$ cat src/rtl/mn_serial_inverter_if.sv
// Handshake and result bundle for mn_serial_inverter: input map stream, output inverse stream,
// flat inverse bus and permutation error flag.
interface mn_serial_inverter_if #(
    parameter int N = 8
);
    localparam int LOG2N = $clog2(N);

    // valid/ready: a beat transfers on a cycle where valid && ready; the sender
    // keeps data stable while valid && !ready.
    logic               in_valid;
    logic               in_ready;
    logic [LOG2N-1:0]   in_data;
    logic               out_valid;
    logic               out_ready;
    logic [LOG2N-1:0]   out_data;
    logic [LOG2N-1:0]   out_idx;
    logic               out_last;
    logic [N*LOG2N-1:0] inv_flat;
    logic               perm_err;

    modport master (
        output in_valid, in_data, out_ready,
        input  in_ready, out_valid, out_data, out_idx, out_last, inv_flat, perm_err
    );

    modport slave (
        input  in_valid, in_data, out_ready,
        output in_ready, out_valid, out_data, out_idx, out_last, inv_flat, perm_err
    );
endinterface

$ cat src/rtl/mn_serial_inverter.sv
// Serial permutation inverter: loads mp[i] one per beat, then streams mn[mp[i]] = i in index order.
// Define PERM_CHECK_EN to build the seen[] duplicate detector that drives perm_err.
module mn_serial_inverter #(
    parameter int N = 8
) (
    input  logic                   clk,
    input  logic                   rst,
    mn_serial_inverter_if.slave    bus,
    output logic                   state_o
);
    localparam int LOG2N = $clog2(N);
    localparam logic [LOG2N-1:0] LAST_IDX = LOG2N'(N - 1);
    localparam logic [LOG2N-1:0] ONE      = LOG2N'(1);

    typedef enum logic {
        LOAD  = 1'b0,
        DRAIN = 1'b1
    } state_e;

    state_e           state_q, state_d;
    logic [LOG2N-1:0] wr_idx_q, wr_idx_d;
    logic [LOG2N-1:0] rd_idx_q, rd_idx_d;
    logic [LOG2N-1:0] mn_q [N];
    logic [LOG2N-1:0] mn_d [N];
    logic             in_fire;
    logic             out_fire;
    logic [N*LOG2N-1:0] flat_w;

`ifdef PERM_CHECK_EN
    logic [N-1:0]     seen_q, seen_d;
    logic             perm_err_q, perm_err_d;
`endif

    assign in_fire  = bus.in_valid  && (state_q == LOAD);
    assign out_fire = bus.out_ready && (state_q == DRAIN);

    always_comb begin
        state_d  = state_q;
        wr_idx_d = wr_idx_q;
        rd_idx_d = rd_idx_q;
        mn_d     = mn_q;
`ifdef PERM_CHECK_EN
        seen_d     = seen_q;
        perm_err_d = perm_err_q;
`endif
        case (state_q)
            LOAD: begin
                if (in_fire) begin
                    mn_d[bus.in_data] = wr_idx_q;
                    wr_idx_d          = wr_idx_q + ONE;
`ifdef PERM_CHECK_EN
                    if (seen_q[bus.in_data]) perm_err_d = 1'b1;
                    seen_d[bus.in_data] = 1'b1;
`endif
                    if (wr_idx_q == LAST_IDX) state_d = DRAIN;
                end
            end
            DRAIN: begin
                if (out_fire) begin
                    rd_idx_d = rd_idx_q + ONE;
                    // Last beat out: wipe the frame so the next LOAD starts clean.
                    if (rd_idx_q == LAST_IDX) begin
                        state_d = LOAD;
                        for (int k = 0; k < N; k++) mn_d[k] = '0;
`ifdef PERM_CHECK_EN
                        seen_d     = '0;
                        perm_err_d = 1'b0;
`endif
                    end
                end
            end
        endcase
    end

    always_ff @(posedge clk) begin
        if (rst) begin
            state_q  <= LOAD;
            wr_idx_q <= '0;
            rd_idx_q <= '0;
            for (int k = 0; k < N; k++) mn_q[k] <= '0;
`ifdef PERM_CHECK_EN
            seen_q     <= '0;
            perm_err_q <= 1'b0;
`endif
        end else begin
            state_q  <= state_d;
            wr_idx_q <= wr_idx_d;
            rd_idx_q <= rd_idx_d;
            mn_q     <= mn_d;
`ifdef PERM_CHECK_EN
            seen_q     <= seen_d;
            perm_err_q <= perm_err_d;
`endif
        end
    end

    always_comb begin
        flat_w = '0;
        for (int k = 0; k < N; k++) flat_w[k*LOG2N +: LOG2N] = mn_q[k];
    end

    assign bus.in_ready  = (state_q == LOAD);
    assign bus.out_valid = (state_q == DRAIN);
    assign bus.out_data  = mn_q[rd_idx_q];
    assign bus.out_idx   = rd_idx_q;
    assign bus.out_last  = (state_q == DRAIN) && (rd_idx_q == LAST_IDX);
    assign bus.inv_flat  = flat_w;
`ifdef PERM_CHECK_EN
    assign bus.perm_err  = perm_err_q;
`else
    assign bus.perm_err  = 1'b0;
`endif
    assign state_o = (state_q == DRAIN);
endmodule
$ cat src/flat_wrapper.sv
// flat-port wrapper written by rule: the top's interface ports become plain ports
module mn_serial_inverter_flat 
#(
    parameter int N = 8
)
  (clk, rst, state_o, bus_in_valid, bus_in_data, bus_out_ready, bus_in_ready, bus_out_valid, bus_out_data, bus_out_idx, bus_out_last, bus_inv_flat, bus_perm_err);
  mn_serial_inverter_if #(.N(N)) bus_i ();
  input  logic clk;
  input  logic rst;
  output logic state_o;
  input wire logic [$bits(bus_i.in_valid)-1:0] bus_in_valid;
  input wire logic [$bits(bus_i.in_data)-1:0] bus_in_data;
  input wire logic [$bits(bus_i.out_ready)-1:0] bus_out_ready;
  output wire logic [$bits(bus_i.in_ready)-1:0] bus_in_ready;
  output wire logic [$bits(bus_i.out_valid)-1:0] bus_out_valid;
  output wire logic [$bits(bus_i.out_data)-1:0] bus_out_data;
  output wire logic [$bits(bus_i.out_idx)-1:0] bus_out_idx;
  output wire logic [$bits(bus_i.out_last)-1:0] bus_out_last;
  output wire logic [$bits(bus_i.inv_flat)-1:0] bus_inv_flat;
  output wire logic [$bits(bus_i.perm_err)-1:0] bus_perm_err;
  assign bus_i.in_valid = bus_in_valid;
  assign bus_i.in_data = bus_in_data;
  assign bus_i.out_ready = bus_out_ready;
  assign bus_in_ready = bus_i.in_ready;
  assign bus_out_valid = bus_i.out_valid;
  assign bus_out_data = bus_i.out_data;
  assign bus_out_idx = bus_i.out_idx;
  assign bus_out_last = bus_i.out_last;
  assign bus_inv_flat = bus_i.inv_flat;
  assign bus_perm_err = bus_i.perm_err;
  mn_serial_inverter #(.N(N)) u_core (.clk(clk), .rst(rst), .bus(bus_i), .state_o(state_o));
endmodule
$ cat config.mk
export PLATFORM = sky130hd
export DESIGN_NAME = mn_serial_inverter_flat
export DESIGN_NICKNAME = d
export VERILOG_FILES = /design/src/rtl/mn_serial_inverter_if.sv /design/src/rtl/mn_serial_inverter.sv /design/src/flat_wrapper.sv
export SDC_FILE = /design/constraint.sdc
export NUM_CORES = 1
export LEC_CHECK = 0
export CAP_MARGIN = 10
export CORE_ASPECT_RATIO = 1.2
export CORE_MARGIN = 2
export CORE_UTILIZATION = 50
export DETAILED_ROUTE_END_ITERATION = 12
export GPL_TIMING_DRIVEN = 0
export HOLD_SLACK_MARGIN = 0.1
export PLACE_DENSITY = 0.81
export SLEW_MARGIN = 0
export SYNTH_ARGS = -nofsm -noshare
export SYNTH_HDL_FRONTEND = slang
export SYNTH_SLANG_ARGS = --single-unit
$ cat constraint.sdc
create_clock -name clk -period 4.1 [get_ports clk]
set_input_delay 0.82 -clock clk [delete_from_list [all_inputs] [get_ports clk]]
set_output_delay 0.82 -clock clk [all_outputs]
set_load 0.01 [all_outputs]
==> metrics.md, run 1 <==
| Metric | Value |
|---|---|
| Startpoint Class | `register` |
| Power Total | `just under 700 µW` |
| Max VDD drop | `roughly 0.38 mV` |
| Post-detailed-routing wire length | `between 4000 and 5000 µm` |
| Max-cap violations | `0` |
| Worst Hold Class | `register to register` |
| Syn Area/Cell | `8.49 µm²` |
| Yosys reg bits | `31` |
| Post-Place Cell Area | `2160 µm²` |
| Main synth FF type | `dfxtp_1` |
| R2r setup slk | `approximately 2.3 ns` |
| LEAKAGE | `around 0.79 nW` |
| R2R Path Start | `u_core.bus.out_idx[0]` |
| Worst-Skew Late Latency | `0.29 ns` |
| Asr flop ratio synth | `0` |
| Fin util | `0.689` |
| Largest area contributor in the netlist | `dfxtp_1` |
| Final Wtd Congestion | `roughly 0.86` |
| CTS Buf Count | `5` |
| IO Count | `between 40 and 50` |
| Clock Tree Buf Depth | `2` |
| Pre-antenna DRT Iters | `4` |
| Setup WS post-layout | `1.11 ns` |
| Count leader, synth | `nand3_1` |
| Seq/Total Area, Yosys | `0.362` |
| Yosys cell types | `28` |
| GRT overflow | `0` |
| Final TNS setup | `0 ns` |
| DIE AREA | `slightly below 4000 µm²` |
| Largest net degree at the start of global routing | `11` |
| HPWL Detailed | `roughly 3400 µm` |
| Gr usage total | `0.267` |
| CP Capture Type | `output port` |
| Synth cell count leaders | `nand3_1 (52), dfxtp_1 (31), nand2_1 (27)` |
| Initial drt markers | `95` |
| Crit path max fanout | `7` |
| # DRC | `0` |
| Nets | `between 200 and 300` |
| Post-route ant nets | `0` |
| CP arrival | `about 2.2 ns` |
| PD cells | `around 300 nW/µm²` |
| Die W | `approximately 57 µm` |
| Max Slew Vio Count | `0` |
| First-pass GRT wire length | `roughly 7900 µm` |
| Crit share post-route | `0.730` |
| Clk root buf | `clkbuf_8` |
| WS Path Type | `register to output port` |
| Tightest Pin Transition | `roughly 0.54 ns` |
| Cell area after synthesis | `between 1500 and 2000 µm²` |
| H-tree level count | `2` |
| CTS Sinks | `31` |
| Outcome | `completed` |
| Post-route minimum period | `between 2 and 3 ns` |
| Worst slack, placed | `around 1.4 ns` |
| Clock slew at reported path FFs | `around 0.070 ns` |
| Proportion of layout cells with a drive suffix above 1 | `0.0840` |
| Initial antenna violation count | `0` |
| Hold buffer count at CTS | `0` |
| Area Overhead vs Synth | `32.9%` |
| CTS tree | `done` |
| Synth area leaders | `dfxtp_1 (36%), nand3_1 (15%), mux4_1 (9.2%), a31oi_1 (8.8%), nand2_1 (5.9%)` |
| Post-synth EDFFs | `0` |
| Worst r2r dst | `u_core.bus.inv_flat[23]` |
| Vias in the first global route | `1705` |
| Finish-stage setup viols | `0` |
| Port-buffer cells | `40` |
| Via density | `6.15` |
| Diodes inserted | `0` |
| Sink of the worst hold path | `u_core.bus.inv_flat[21]` |
| Top cell type's share of synthesized area | `0.362` |
| Site Rows | `23` |
| FF-to-FF path depth | `6` |
| Post-CTS setup buffer count | `0` |
| Via count | `roughly 1800` |
| RSZ-0062 raised after global routing | `no` |
| Hold path cells | `2` |
| CTS-repair resized insts | `0` |
| Routed wire per std cell | `about 17 µm` |
| Cells after Synth | `roughly 200` |
| Syn Nets | `213` |
| Core region area | `between 3000 and 4000 µm²` |
| Slew headroom | `0.641` |
| Final Skew | `0.00650 ns` |
| Ys Warns | `0` |
| Design Area, Final | `roughly 2300 µm²` |
| Die H | `slightly below 70 µm` |
| Worst hold start | `u_core.bus.inv_flat[21]` |
| Initial core utilization | `0.518` |
| Final hold viol count | `0` |
| Required @ worst endpoint | `about 3.3 ns` |
| Achievable Freq | `between 0.3 and 0.4 GHz` |
## layout make-up
type	instances	area, µm²
Sequential cell	31	621
Buffer	21	105
Inverter	1	3.75
Clock inverter	2	35.0
Tap cell	37	46.3
Multi-Input combinational cell	149	986
Clock buffer	6	82.6
Timing Repair Buffer	40	400
Fill cell	285	1030
## logic make-up after synthesis
logic type | count (synthesis) | synth area share
muxes | 11 | 0.123
buffers and inverters | 22 | 0.0634
DFF | 31 | 0.362
AOI/OAI and AO/OA | 28 | 0.101
adders and majority gates | 4 | 0.0292
xor gates and xnor gates | 2 | 0.0102
other | 1 | 0.00219
and+or+nand+nor | 103 | 0.309
## worst max-delay path, stage by stage (launching register included)
cell,delay (ns)
dfxtp_1,0.40
buf_6,0.17
mux4_1,0.56
mux2_2,0.28
clkdlybuf4s50_1,0.47
## layout by cell type (no fill, tap or decap), drive strengths merged
| master | synthesis | routed |
|---|---|---|
| nor3b | 3 | 3 |
| a31oi | 24 | 24 |
| nand3 | 52 | 52 |
| and3 | 1 | 1 |
| and2 | 1 | 1 |
| nand2b | 1 | 1 |
| clkinv | 1 | 2 |
| mux2i | 2 | 2 |
| bufinv | 0 | 1 |
| and3b | 6 | 6 |
| mux4 | 6 | 6 |
| mux2 | 3 | 3 |
| buf | 8 | 8 |
| or3 | 1 | 1 |
| conb | 1 | 1 |
| nand2 | 27 | 27 |
| ha | 4 | 4 |
| dfxtp | 31 | 31 |
| clkbuf | 13 | 19 |
| nand3b | 3 | 3 |
| nor2 | 4 | 4 |
| nor3 | 1 | 1 |
| or3b | 3 | 3 |
| a211oi | 1 | 1 |
| a21oi | 3 | 3 |
| clkdlybuf4s50 | 0 | 40 |
| xor2 | 2 | 2 |
## stage by stage
step | hold WS (ns) | std cells
after floorplan | 0.483 | 202
after global placement | 0.495 | 279
after detailed placement | 0.504 | 279
after CTS | 0.513 | 287
after global routing | 0.544 | 287
final | 0.509 | 287
## how the worst max path moves through the flow
stage	from	to	slack, ns	cells after the start
2_1_floorplan	u_core.bus.out_idx[0]	bus_out_data[1]	1.92	3
3_3_place_gp	u_core.bus.out_idx[0]	bus_out_data[1]	1.44	4
3_5_place_dp	u_core.bus.out_idx[0]	bus_out_data[1]	1.43	4
4_1_cts	u_core.bus.out_idx[0]	bus_out_data[1]	1.10	4
5_1_grt	u_core.bus.out_idx[0]	bus_out_data[1]	1.04	4
6_report	u_core.bus.out_idx[0]	bus_out_data[1]	1.11	4
## registers in the layout, indices dropped and copies added, names as in the netlist
name / count
u_core.bus.out_idx: 3
u_core.bus.out_valid: 1
u_core.wr_idx_q: 3
u_core.bus.inv_flat: 24
## power breakdown
group / switching, mW / internal, mW / total (mW)
Combinational: 0.0362 / 0.0280 / 0.0642
Sequential: 0.00593 / 0.307 / 0.313
Clock: 0.120 / 0.197 / 0.317
Total: 0.163 / 0.532 / 0.694
## per-layer routing
metal,wire length [µm],track usage
met5,0,0
met4,100,0.125
met1,2010,0.327
met2,2290,0.430
met3,386,0.0813
No activity file was read; power rests on OpenSTA's default activity.
==> run 2, diff against run 1 <==
Settings changed: CORE_UTILIZATION 50 to 49, PLACE_DENSITY 0.81 to 0.79.
Clock period 4.1 ns to 2.8 ns, I/O delays scaled along.
==> run 2 against run 1 <==
Against the previous run:
- non-clock buffer count is the same
- cell count unchanged
- global-route usage shrank 1.1 points
- routed wire length hardly changed
- design area shrank 0.77%
- combinational power grew 45%
==> metrics.md, run 2 (same netlist as run 1, synthesis figures left out) <==
| Metric | Value |
|---|---|
| Core region area | `3340 µm² (+0.87%)` |
| Required @ worst endpoint | `2.24 ns (-1.04 ns)` |
| Proportion of layout cells with a drive suffix above 1 | `0.0800 (-0.00400)` |
| Sink of the worst hold path | `u_core.bus.inv_flat[6]` |
| Finish-stage setup viols | `0 (unchanged)` |
| Crit path max fanout | `7 (unchanged)` |
| Vias in the first global route | `1560 (-8.5%)` |
| Gr usage total | `0.256 (-0.0110)` |
| Worst r2r dst | `u_core.bus.inv_flat[23]` |
| R2R Path Start | `u_core.bus.out_idx[0]` |
| Worst slack, placed | `0.361 ns (-1.07 ns)` |
| PD cells | `417 nW/µm² (+37%)` |
| Post-detailed-routing wire length | `4790 µm (about the same)` |
| Max VDD drop | `0.401 mV (+6.8%)` |
| Port-buffer cells | `40 (unchanged)` |
| Commonest non-fill, non-tap cell in the layout | `nand3_1` |
| Diodes inserted | `0 (unchanged)` |
| Worst-Skew Late Latency | `0.28 ns (about the same)` |
| FF-to-FF path depth | `6 (unchanged)` |
| Area Overhead vs Synth | `31.9%` |
| Tightest Pin Transition | `0.510 ns (-0.0289 ns)` |
| Clock Tree Buf Depth | `2 (unchanged)` |
| First-pass GRT wire length | `7540 µm (-4.8%)` |
| Final Skew | `0.00351 ns (-0.00299 ns)` |
| CTS Sinks | `31 (unchanged)` |
| Hold path cells | `2 (unchanged)` |
| Max-cap violations | `0 (unchanged)` |
| Initial core utilization | `0.514 (-0.00447)` |
| Outcome | `completed` |
| Final TNS setup | `0 ns (unchanged)` |
| Crit-path leading delay family | `multiplexers` |
| Largest net degree at the start of global routing | `11 (unchanged)` |
| RSZ-0062 raised after global routing | `no` |
| CP Capture Type | `output port` |
| Slowest-stage cell, CP | `mux4_1` |
| Initial drt markers | `105 (+11%)` |
| HPWL Detailed | `3300 µm (-2.3%)` |
| Worst Hold Class | `register to register` |
| LEAKAGE | `0.784 nW (-1.2%)` |
| Final hold viol count | `0 (unchanged)` |
| Hold buffer count at CTS | `0 (unchanged)` |
| Crit share post-route | `0.976` |
| Post-CTS setup buffer count | `0 (unchanged)` |
| Startpoint Class | `register` |
| Setup WS post-layout | `0.0683 ns (-1.04 ns)` |
| Site Rows | `23 (unchanged)` |
| CP arrival | `2.17 ns (about the same)` |
| Routed wire per std cell | `16.7 µm (about the same)` |
| Crit path cell chain | `buf_6, mux4_1, mux2_2, clkdlybuf4s50_1` |
| Post-route ant nets | `0 (unchanged)` |
| CTS tree | `done` |
| Via count | `1780 (+0.85%)` |
| Nets | `260 (unchanged)` |
| IO Count | `42 (unchanged)` |
| DIE AREA | `3990 µm² (+1.9%)` |
| Via density | `6.20 (+0.85%)` |
| Max Slew Vio Count | `0 (unchanged)` |
| Initial antenna violation count | `0 (unchanged)` |
| Worst hold start | `u_core.bus.inv_flat[6]` |
| Most frequent cells in the layout | `nand3_1 (52), clkdlybuf4s50_1 (40), dfxtp_1 (31)` |
| CTS-repair resized insts | `0 (unchanged)` |
| WS Path Type | `register to output port` |
| Pre-antenna DRT Iters | `4 (unchanged)` |
| R2r setup slk | `0.97 ns (-1.36 ns)` |
| Post-route minimum period | `2.73 ns` |
| Clock slew at reported path FFs | `0.06 ns (about the same)` |
| Die H | `68.8 µm (+0.95%)` |
| Final Wtd Congestion | `0.941 (+9.9%)` |
| WP depth | `4 (unchanged)` |
| Die W | `58.0 µm (+0.94%)` |
| # DRC | `0 (unchanged)` |
| Slew headroom | `0.660 (+0.0193)` |
| WP buf/inv | `2 (unchanged)` |
| Clk root buf | `clkbuf_8` |
| Achievable Freq | `between 0.3 and 0.4 GHz` |
| GRT overflow | `0 (unchanged)` |
| H-tree level count | `2 (unchanged)` |
| CTS Buf Count | `5 (unchanged)` |
| CP peak stage delay | `0.59 ns (+0.03 ns)` |
| Max reg flops | `24 (unchanged)` |
-- run 2: cell type report --
class | instances | area (µm²)
Fill cell | 297 | 1080
Multi-Input combinational cell | 149 | 986
Sequential cell | 31 | 621
Timing Repair Buffer | 40 | 400
Buffer | 21 | 105
Clock buffer | 8 | 100
Tap cell | 37 | 46.3
Inverter | 1 | 3.75
-- run 2: worst max-delay path by stage --
stage | startpoint | end | slack [ns]
3_5_place_dp | u_core.bus.out_idx[1] | bus_out_data[2] | 0.36
3_3_place_gp | u_core.bus.out_idx[1] | bus_out_data[2] | 0.39
5_1_grt | u_core.bus.out_idx[0] | bus_out_data[1] | 0.02
6_report | u_core.bus.out_idx[1] | bus_out_data[2] | 0.07
4_1_cts | u_core.bus.out_idx[1] | bus_out_data[2] | 0.06
2_1_floorplan | u_core.bus.out_idx[0] | bus_out_data[1] | 0.88
-- run 2: metal layers --
| metal | routed length [µm] | part of all wire | global-route usage |
|---|---|---|---|
| met1 | 2010 | 0.42 | 0.333 |
| met5 | 0 | 0 | 0 |
| met4 | 148 | 0.031 | 0.119 |
| met3 | 349 | 0.073 | 0.0522 |
| met2 | 2290 | 0.48 | 0.409 |
-- run 2: through the flow --
step	total power, mW	utilization	cell area [µm²]	cells	hold slack, ns
after floorplan	0.519	-	1720	202	0.483
after global placement	0.558	0.648	2160	279	0.497
after detailed placement	0.560	0.648	2160	279	0.508
after CTS	0.944	0.678	2260	287	0.516
after global routing	0.969	0.678	2260	287	0.537
final	0.943	0.678	2260	287	0.512
-- run 2: power breakdown --
group,leakage (nW),switching [mW],total (mW),internal (mW)
clock network,0.0515,0.167,0.391,0.224
logic,0.482,0.0524,0.0934,0.0410
registers,0.250,0.00864,0.459,0.450
total,0.784,0.228,0.943,0.715
-- run 2: worst min-delay path, stage by stage (launching register included) --
cell     delay [ns]
dfxtp_1        0.33
nand3_1        0.07
a31oi_1        0.06
